$ cat src/rtl/seg_scan_ctrl_pkg.sv
// Shared types and constants for the 6-digit seven-segment scan controller.
// Digit store entries, FSM encoding and the one-cold select helper.
package seg_scan_ctrl_pkg;

  localparam int NUM_DIG = 6;
  localparam logic [7:0] SEG_OFF = 8'hFF;
  localparam logic [NUM_DIG-1:0] SEL_OFF = 6'h3F;

  typedef enum logic {
    ST_BLANK = 1'b0,
    ST_ON    = 1'b1
  } scan_st_t;

  typedef struct packed {
    logic       dp;
    logic [3:0] nib;
  } digit_t;

  function automatic logic [NUM_DIG-1:0] sel_onecold(
    input logic [2:0] idx
  );
    logic [NUM_DIG-1:0] s;
    for (int i = 0; i < NUM_DIG; i++) begin
      s[i] = (idx != 3'(i));
    end
    return s;
  endfunction

endpackage

$ cat src/rtl/seg_scan_ctrl_hex.sv
// Hex nibble plus decimal point to active-low {dp,g..a} segments.
// Purely combinational; common-anode polarity.
import seg_scan_ctrl_pkg::*;

module seg_hex_decoder (
  input  digit_t      dig,
  output logic [7:0]  seg
);

  logic [6:0] seg7;

  always_comb begin
    seg7 = 7'h7F;
    unique case (dig.nib)
      4'h0: seg7 = 7'h40;
      4'h1: seg7 = 7'h79;
      4'h2: seg7 = 7'h24;
      4'h3: seg7 = 7'h30;
      4'h4: seg7 = 7'h19;
      4'h5: seg7 = 7'h12;
      4'h6: seg7 = 7'h02;
      4'h7: seg7 = 7'h78;
      4'h8: seg7 = 7'h00;
      4'h9: seg7 = 7'h10;
      4'hA: seg7 = 7'h08;
      4'hB: seg7 = 7'h03;
      4'hC: seg7 = 7'h46;
      4'hD: seg7 = 7'h21;
      4'hE: seg7 = 7'h06;
      4'hF: seg7 = 7'h0E;
    endcase
    seg = {~dig.dp, seg7};
  end

endmodule

$ cat src/rtl/seg_scan_ctrl.sv
// Six-digit seven-segment scan scheduler with double-buffered digit
// store, frame-aligned commit, dead-time blanking and zero suppression.
import seg_scan_ctrl_pkg::*;

module seg_scan_ctrl #(
  parameter int SLOT_CYC  = 50_000,
  parameter int BLANK_CYC = 500
) (
  input  logic               clk_50M,
  input  logic               rst_n,
  input  logic               wr_valid,
  output logic               wr_ready,
  input  logic [2:0]         wr_addr,
  input  logic [3:0]         wr_data,
  input  logic               wr_dp,
  input  logic               commit,
  input  logic               lz_en,
  output logic               commit_done,
  output logic               frame_start,
  output logic [NUM_DIG-1:0] seg_sel,
  output logic [7:0]         seg_led
);

  localparam int CW = $clog2(SLOT_CYC);
  localparam logic [CW-1:0] CNT_LAST = CW'(SLOT_CYC - 1);
  localparam logic [CW-1:0] CNT_BLNK = CW'(BLANK_CYC);
  localparam logic [2:0] IDX_LAST = 3'(NUM_DIG - 1);

  logic [CW-1:0] cnt_q;
  logic [CW-1:0] cnt_d;
  logic [2:0]    idx_q;
  logic [2:0]    idx_d;
  scan_st_t      st_q;
  scan_st_t      st_d;

  digit_t [NUM_DIG-1:0] shadow_q;
  digit_t [NUM_DIG-1:0] active_q;

  logic pend_q;
  logic lz_q;
  logic slot_end;
  logic boundary;
  logic wr_fire;
  logic run;

  logic [NUM_DIG-1:0] lz_blank;
  digit_t             cur;
  logic [7:0]         cur_seg;

  assign slot_end = (cnt_q == CNT_LAST);
  assign boundary = slot_end && (idx_q == IDX_LAST);
  assign wr_ready = !boundary;
  assign wr_fire  = wr_valid && wr_ready
                 && (wr_addr < 3'(NUM_DIG));

  always_comb begin
    cnt_d = cnt_q + 1'b1;
    idx_d = idx_q;
    if (slot_end) begin
      cnt_d = '0;
      idx_d = (idx_q == IDX_LAST) ? 3'd0 : idx_q + 3'd1;
    end
  end

  always_comb begin
    st_d = st_q;
    unique case (1'b1)
      (cnt_d < CNT_BLNK): st_d = ST_BLANK;
      default:            st_d = ST_ON;
    endcase
  end

  always_ff @(posedge clk_50M or negedge rst_n) begin
    if (!rst_n) begin
      cnt_q <= '0;
      idx_q <= '0;
      st_q  <= ST_BLANK;
    end else begin
      cnt_q <= cnt_d;
      idx_q <= idx_d;
      st_q  <= st_d;
    end
  end

  // Boundary cycle never accepts writes, so the copy sees a stable shadow.
  always_ff @(posedge clk_50M or negedge rst_n) begin
    if (!rst_n) begin
      shadow_q    <= '0;
      active_q    <= '0;
      pend_q      <= 1'b0;
      commit_done <= 1'b0;
      frame_start <= 1'b0;
    end else begin
      if (wr_fire) begin
        shadow_q[wr_addr] <= '{dp: wr_dp, nib: wr_data};
      end
      if (boundary && pend_q) begin
        active_q <= shadow_q;
      end
      if (commit) begin
        pend_q <= 1'b1;
      end else if (boundary) begin
        pend_q <= 1'b0;
      end
      commit_done <= boundary && pend_q;
      frame_start <= boundary;
    end
  end

  always_comb begin
    lz_blank = '0;
    run      = 1'b1;
    for (int k = NUM_DIG - 1; k >= 1; k--) begin
      run         = run && (active_q[k] == '0);
      lz_blank[k] = run;
    end
  end

  assign cur = active_q[idx_q];

  seg_hex_decoder u_dec (
    .dig (cur),
    .seg (cur_seg)
  );

  always_ff @(posedge clk_50M or negedge rst_n) begin
    if (!rst_n) begin
      lz_q    <= 1'b0;
      seg_sel <= SEL_OFF;
      seg_led <= SEG_OFF;
    end else begin
      if (slot_end) begin
        lz_q <= lz_en;
      end
      if (st_q == ST_ON) begin
        seg_sel <= sel_onecold(idx_q);
        seg_led <= (lz_q && lz_blank[idx_q])
                 ? SEG_OFF : cur_seg;
      end else begin
        seg_sel <= SEL_OFF;
        seg_led <= SEG_OFF;
      end
    end
  end

endmodule

$ cat config.mk
export PLATFORM = sky130hd
export DESIGN_NAME = seg_scan_ctrl
export DESIGN_NICKNAME = d
export VERILOG_FILES = /design/src/rtl/seg_scan_ctrl_pkg.sv /design/src/rtl/seg_scan_ctrl_hex.sv /design/src/rtl/seg_scan_ctrl.sv
export SDC_FILE = /design/constraint.sdc
export NUM_CORES = 1
export LEC_CHECK = 0
export BUFFER_PORTS_ARGS = -buffer_cell sky130_fd_sc_hd__buf_2
export CAP_MARGIN = 0
export CORE_ASPECT_RATIO = 1.75
export CORE_MARGIN = 5
export CORE_UTILIZATION = 30
export CTS_CLUSTER_DIAMETER = 100
export DETAILED_ROUTE_END_ITERATION = 8
export PLACE_DENSITY = 0.55
export SKIP_CTS_REPAIR_TIMING = 1
export SLEW_MARGIN = 20
export SYNTH_ARGS = -nofsm -noshare
export SYNTH_HDL_FRONTEND = slang
export SYNTH_HIERARCHICAL = 1
export SYNTH_SLANG_ARGS = --single-unit
$ cat constraint.sdc
create_clock -name clk_50M -period 7.5 [get_ports clk_50M]
set_clock_uncertainty 0.05 [all_clocks]
set_input_delay 0.375 -clock clk_50M [delete_from_list [all_inputs] [get_ports clk_50M]]
set_output_delay 0.375 -clock clk_50M [all_outputs]
set_load 0.01 [all_outputs]
==> impl_metrics.json, run 1 <==
{
  "crit_slowest_cell": "dfrtp_1",
  "synth_area_leader_cell": "dfrtp_1",
  "synth_seq_cells": 98,
  "worstPathRequired_ns": 7.70,
  "firstDrtPassIters": 5,
  "fill_cells": 1548,
  "crit_type": "flop to flop",
  "nets": 426,
  "synth_area_per_cell_um2": 12.6,
  "clockBufferDepth": 2,
  "design.die.area_um2": 18700,
  "areaGrowthSynthToFinish_pct": 12.2,
  "worst_slew_pin_slew_ns": 0.899,
  "crit_fanout": 25,
  "hold_class": "input pin to flop",
  "tns_ns": 0,
  "clock.fmax_mhz": 332,
  "yosysSeqAreaShare_pct": 51.4,
  "antenna_cells": 0,
  "place_congestion": 0.851,
  "end_kind": "flop",
  "gr-total-overflow": 0,
  "cts_sinks": 98,
  "htreeDepth": 3,
  "leakage_nw": 2.42,
  "hold_viol_final": 0,
  "synth.top_cell.area_share_pct": 43.8,
  "track_usage_pct": 11.5,
  "synth_flop_cell": "dfrtp_1",
  "vdd_ir_drop_max_mv": 0.0941,
  "yosys_warnings": 6,
  "cp-start-kind": "flop",
  "outcome": "completed",
  "powerDensity_nw_per_um2": 203,
  "grt_first_pass_wirelength_mm": 17.0,
  "crit_chain": "mux4_2 > a22o_1 > inv_1 > ha_1 > inv_1 > mux4_1 > nor2b_1 > o21ai_0",
  "dpl_worst_slack_ns": 4.51,
  "post-dp-hpwl_mm": 7.48,
  "yosys-top-cells-area": "dfrtp_1 (44%), mux2_1 (8.0%), dfstp_2 (7.7%)",
  "synth_async_sr_flop_share_pct": 100,
  "rsz0062_at_grt": "false",
  "wirelength_mm": 10.1,
  "final_common_cell": "dfrtp_1",
  "portBuffers": 29,
  "layout.cells.most_common_list": "dfrtp_1 (84), mux2_1 (34), buf_2 (28)",
  "ys_types": 61,
  "maxCapViolCount": 0,
  "wire_per_inst_um": 16.9,
  "die_x_um": 106,
  "clock_latency_ns": 0.35,
  "cts_buffers": 9,
  "fin_crit_ns": 3.02,
  "report.final.slew_viol_count": 0,
  "fin_area_um2": 5390,
  "setup_ws_ns": 4.48,
  "vias_per_cell": 4.98,
  "postRouteAntennaNets": 0,
  "drt_iter0_markers": 138,
  "antenna_found_initial": 0,
  "die_y_um": 177,
  "placed_area_um2": 5080,
  "setup_viol": 0,
  "timing.slew.headroom_pct": 39.6,
  "core_area_um2": 15800,
  "num_io_pins": 30,
  "start_util_pct": 30.4,
  "drc_errors": 0,
  "crit_family": "multiplexers",
  "syn_inst": 381,
  "drive_gt1_share_pct": 25.7,
  "cts_root_buffer": "clkbuf_16",
  "cp.arrival_ns": 3.22,
  "synth_nets": 403,
  "synth_edf_count": 0,
  "rows": 61,
  "cp_slowest_stage_delay_ns": 0.88,
  "path_buf_inv": 2,
  "grt_max_degree": 81,
  "synth.cell_area_um2": 4800,
  "period_share_pct": 40.2,
  "clk_pin_slew_ns": 0.07,
  "grt_pass1_vias": 3156,
  "cpMostUsedCell": "inv_1",
  "tritoncts": "done",
  "vias": 2977
}
-- routing by layer --
| metal | vias up | global-route usage, % | share of wire (%) |
|---|---|---|---|
| met4 | 0 | 4.97 | 2.3 |
| met2 | 44 | 21.1 | 54 |
| li1 | 1421 | - | - |
| met3 | 16 | 2.33 | 3.1 |
| met1 | 1496 | 12.8 | 40 |
| met5 | - | 0 | 0 |
-- area by class of cell --
class,count,area (um^2),share of cell area (%)
Sequential cell,98,2470,45.8
Multi-Input combinational cell,253,2180,40.4
Tap cell,189,236,4.39
Clock buffer,9,225,4.18
Timing Repair Buffer,33,184,3.41
Clock inverter,7,61.3,1.14
Inverter,9,33.8,0.627
-- state kept, by name (all words and copies together) (netlist names) --
| name | count |
|---|---|
| commit_done | 1 |
| seg_led | 8 |
| st_q | 1 |
| cnt_q | 16 |
| frame_start | 1 |
| shadow_q | 30 |
| pend_q | 1 |
| active_q | 30 |
| idx_q | 3 |
| seg_sel | 6 |
| lz_q | 1 |
-- worst paths after layout --
check	from	slack, ns	cells past startpoint	end
worst max-delay path	idx_q[0]	4.48	8	seg_led[3]
worst min-delay path	commit	0.19	2	pend_q
worst max register to register	idx_q[0]	4.48	8	seg_led[3]
worst min register to register	cnt_q[0]	0.43	1	cnt_q[0]
max in group asynchronous	rst_n	6.02	3	active_q[2]
min in group asynchronous	rst_n	0.39	2	cnt_q[13]
-- cell usage after synthesis (9+ instances only) --
master	number
dfrtp_1	84
dfstp_2	14
ha_1	9
mux2_1	34
mux2_2	12
mux2_4	15
mux2i_1	9
nand2_1	15
nand3_1	14
nor2_1	18
nor2b_1	13
o21ai_0	24
-- where the power goes --
group	switching [mW]	leakage [nW]	internal [mW]
clock	0.214	0.135	0.231
combinational	0.0255	1.04	0.0400
sequential	0.0185	1.24	0.564
total	0.258	2.42	0.835
-- cell families after synthesis --
family / synth area share (%)
flops: 51.4
compound gates: 6.88
mux: 20.2
fa+ha+maj: 2.34
simple gates: 13.2
xor+xnor: 2.37
buf+inv: 3.52
-- through the flow --
step / power, mW / utilization, % / hold slack, ns / instances
final: 1.09 / 34.1 / 0.186 / 598
after CTS: 1.11 / 34.0 / -0.151 / 597
after floorplan: 0.631 / - / 0.0294 / 381
after global routing: 1.14 / 34.1 / 0.204 / 598
after global placement: 0.655 / 32.2 / 0.215 / 581
after detailed placement: 0.660 / 32.2 / 0.225 / 581
Power figures use the tool's default switching activity.
==> run 2, diff against run 1 <==
ABC_AREA = 1   (was default)
PLACE_DENSITY = 0.57   (was 0.55)
clock period = 2.62 ns   (was 7.5 ns; I/O delays follow)
==> impl_metrics.json, run 2 <==
{
  "outcome": "completed",
  "drc_errors": 0,
  "dpl_worst_slack_ns": 0.279,
  "clock_latency_ns": 0.34,
  "reg_top3": "active_q: 30 flops, shadow_q: 30 flops, cnt_q: 16 flops",
  "worstPathRequired_ns": 2.85,
  "die_y_um": 177,
  "wire_per_inst_um": 13.8,
  "crit_start": "idx_q[0]",
  "design.die.area_um2": 18600,
  "synth_edf_count": 0,
  "cpMostUsedCell": "nand2_1",
  "clock.fmax_mhz": 421,
  "rows": 61,
  "place_congestion": 0.865,
  "cts_sinks": 98,
  "seq_area_um2": 2470,
  "r2r-start": "idx_q[0]",
  "report.final.slew_viol_count": 0,
  "antenna_cells": 0,
  "portBuffers": 29,
  "synth_compound_area_share_pct": 5.04,
  "die_x_um": 105,
  "cts_buffers": 9,
  "fin_crit_ns": 2.38,
  "yosysMostFrequentCell": "nand2_1",
  "synth_seq_cells": 98,
  "vias": 3795,
  "clk_pin_slew_ns": 0.07,
  "worst_slew_pin_slew_ns": 1.00,
  "crit_fanout": 7,
  "multi_input_area_um2": 1930,
  "maxCapViolCount": 0,
  "synth_top_family_by_area": "simple AND/OR/NAND/NOR gates",
  "yosysSeqAreaShare_pct": 51.9,
  "grt_pass1_vias": 3989,
  "end_kind": "flop",
  "gr-total-overflow": 0,
  "pwr-share-clk_pct": 40.9,
  "vdd_ir_drop_max_mv": 0.272,
  "leakage_nw": 2.82,
  "post-route-util_pct": 34.5,
  "period_share_pct": 90.7,
  "drt_iter0_markers": 179,
  "switching_share_pct": 24.2,
  "synth_area_per_cell_um2": 7.82,
  "synth.top_cell.area_share_pct": 44.1,
  "grt_max_degree": 40,
  "synthSimpleGateAreaFrac_pct": 33.0,
  "timing.slew.headroom_pct": 32.1,
  "track_usage_pct": 13.2,
  "antenna_found_initial": 0,
  "crit_type": "flop to flop",
  "start_util_pct": 30.3,
  "areaGrowthSynthToFinish_pct": 13.8,
  "vias_per_cell": 4.53,
  "firstDrtPassIters": 4,
  "tns_ns": 0,
  "synth_adder_area_share_pct": 2.36,
  "synth_area_leader_cell": "dfrtp_1",
  "regToRegSetupSlack_ns": 0.24,
  "cts_root_buffer": "clkbuf_16",
  "wirelength_mm": 11.5,
  "post-dp-hpwl_mm": 9.08,
  "core_area_um2": 15700,
  "postRouteAntennaNets": 0,
  "layout.cells.most_common_list": "nand2_1 (252), dfrtp_1 (84), inv_1 (65)",
  "rsz0062_at_grt": "false",
  "syn_inst": 609,
  "num_io_pins": 30,
  "hold_viol_final": 0,
  "p_seq_share_pct": 54.1,
  "rr_worst_depth": 13,
  "synthMuxAreaShare_pct": 0,
  "cp-start-kind": "flop",
  "htreeDepth": 3,
  "tritoncts": "done",
  "ys_types": 33,
  "p_switching_mw": 0.736,
  "setup.worst_path.end": "seg_led[3]",
  "reg2reg_to": "seg_led[3]",
  "setup_ws_ns": 0.244,
  "fin_area_um2": 5420,
  "synth.cell_area_um2": 4760,
  "clockBufferDepth": 2,
  "synth_flop_cell": "dfrtp_1",
  "powerDensity_nw_per_um2": 561,
  "cp_slowest_stage_delay_ns": 0.45,
  "yosys-top-cells-area": "dfrtp_1 (44%), nand2_1 (20%), dfstp_2 (7.7%)",
  "synth_async_sr_flop_share_pct": 100,
  "placed_area_um2": 5110,
  "setup_viol": 0,
  "synthXorXnorAreaFrac_pct": 0.184,
  "drive_gt1_share_pct": 11.7,
  "hold_class": "input pin to flop",
  "synth_nets": 631,
  "fill_cells": 1694,
  "yosys_warnings": 6,
  "cp.arrival_ns": 2.60,
  "nets": 667,
  "final_common_cell": "nand2_1",
  "synth_common_cells": "nand2_1 (252), dfrtp_1 (84), inv_1 (65)",
  "grt_first_pass_wirelength_mm": 19.8,
  "crit_slowest_cell": "dfrtp_1",
  "crit_chain": "inv_2 > nand2_1 > inv_1 > o21ai_0 > o2111ai_1 > a22o_1 > inv_1 > ha_1 > nand2_1 > nand3_1 > nand2_1 > inv_1 > nand2_1",
  "internal-power_mw": 2.31,
  "comb_power_share_pct": 5.0
}
-- run 2: power groups by stage --
stage | logic [mW] | registers [mW] | clock network [mW]
CTS | 0.156 | 1.65 | 1.28
global route | 0.187 | 1.66 | 1.35
finish | 0.153 | 1.64 | 1.24
global placement | 0.153 | 1.67 | 0
detailed placement | 0.156 | 1.67 | 0
floorplan | 0.0877 | 1.66 | 0
-- run 2: logic make-up after synthesis --
logic type	Yosys count
adders and majority gates	9
and+or+nand+nor	379
DFF	98
AOI/OAI and AO/OA	39
buffers and inverters	83
xor gates and xnor gates	1
-- run 2: worst min path at each step --
stage / startpoint / end / slack, ns / depth (start not counted)
floorplan: rst_n / active_q[0] / -0.21 / 0
CTS: rst_n / active_q[28] / -0.28 / 1
global route: wr_data[1] / shadow_q[21] / 0.07 / 3
finish: wr_data[0] / shadow_q[25] / 0.07 / 3
detailed placement: rst_n / active_q[28] / 0.09 / 1
global placement: rst_n / active_q[28] / 0.1 / 1
-- run 2: critical path: cells and delay by family, from the launching register on --
kind / cells / cell delay, ns
adders and majority gates: 1 / 0.34
AOI/OAI and AO/OA: 3 / 0.50
DFF: 1 / 0.45
buffers and inverters: 4 / 0.56
and+or+nand+nor: 5 / 0.42
-- run 2: final cells by class --
cell class / instances / area share [%]
Timing Repair Buffer: 37 / 4.43
Sequential cell: 98 / 45.6
Clock inverter: 6 / 0.946
Clock buffer: 9 / 4.15
Multi-Input combinational cell: 428 / 35.6
Tap cell: 189 / 4.36
Inverter: 71 / 4.92
-- run 2: through the flow --
step | total power [mW] | cells | hold slack, ns
final | 3.04 | 838 | 0.0731
after global routing | 3.19 | 838 | 0.0697
after CTS | 3.09 | 835 | -0.279
after detailed placement | 1.83 | 820 | 0.0909
after global placement | 1.82 | 820 | 0.0996
after floorplan | 1.75 | 609 | -0.215
-- run 2: metal layers --
layer  GRT usage, %  part of all wire [%]
met1           13.4                    36
met2           25.3                    57
met3           1.75                   2.1
met4           7.47                   4.2
met5              0                     0
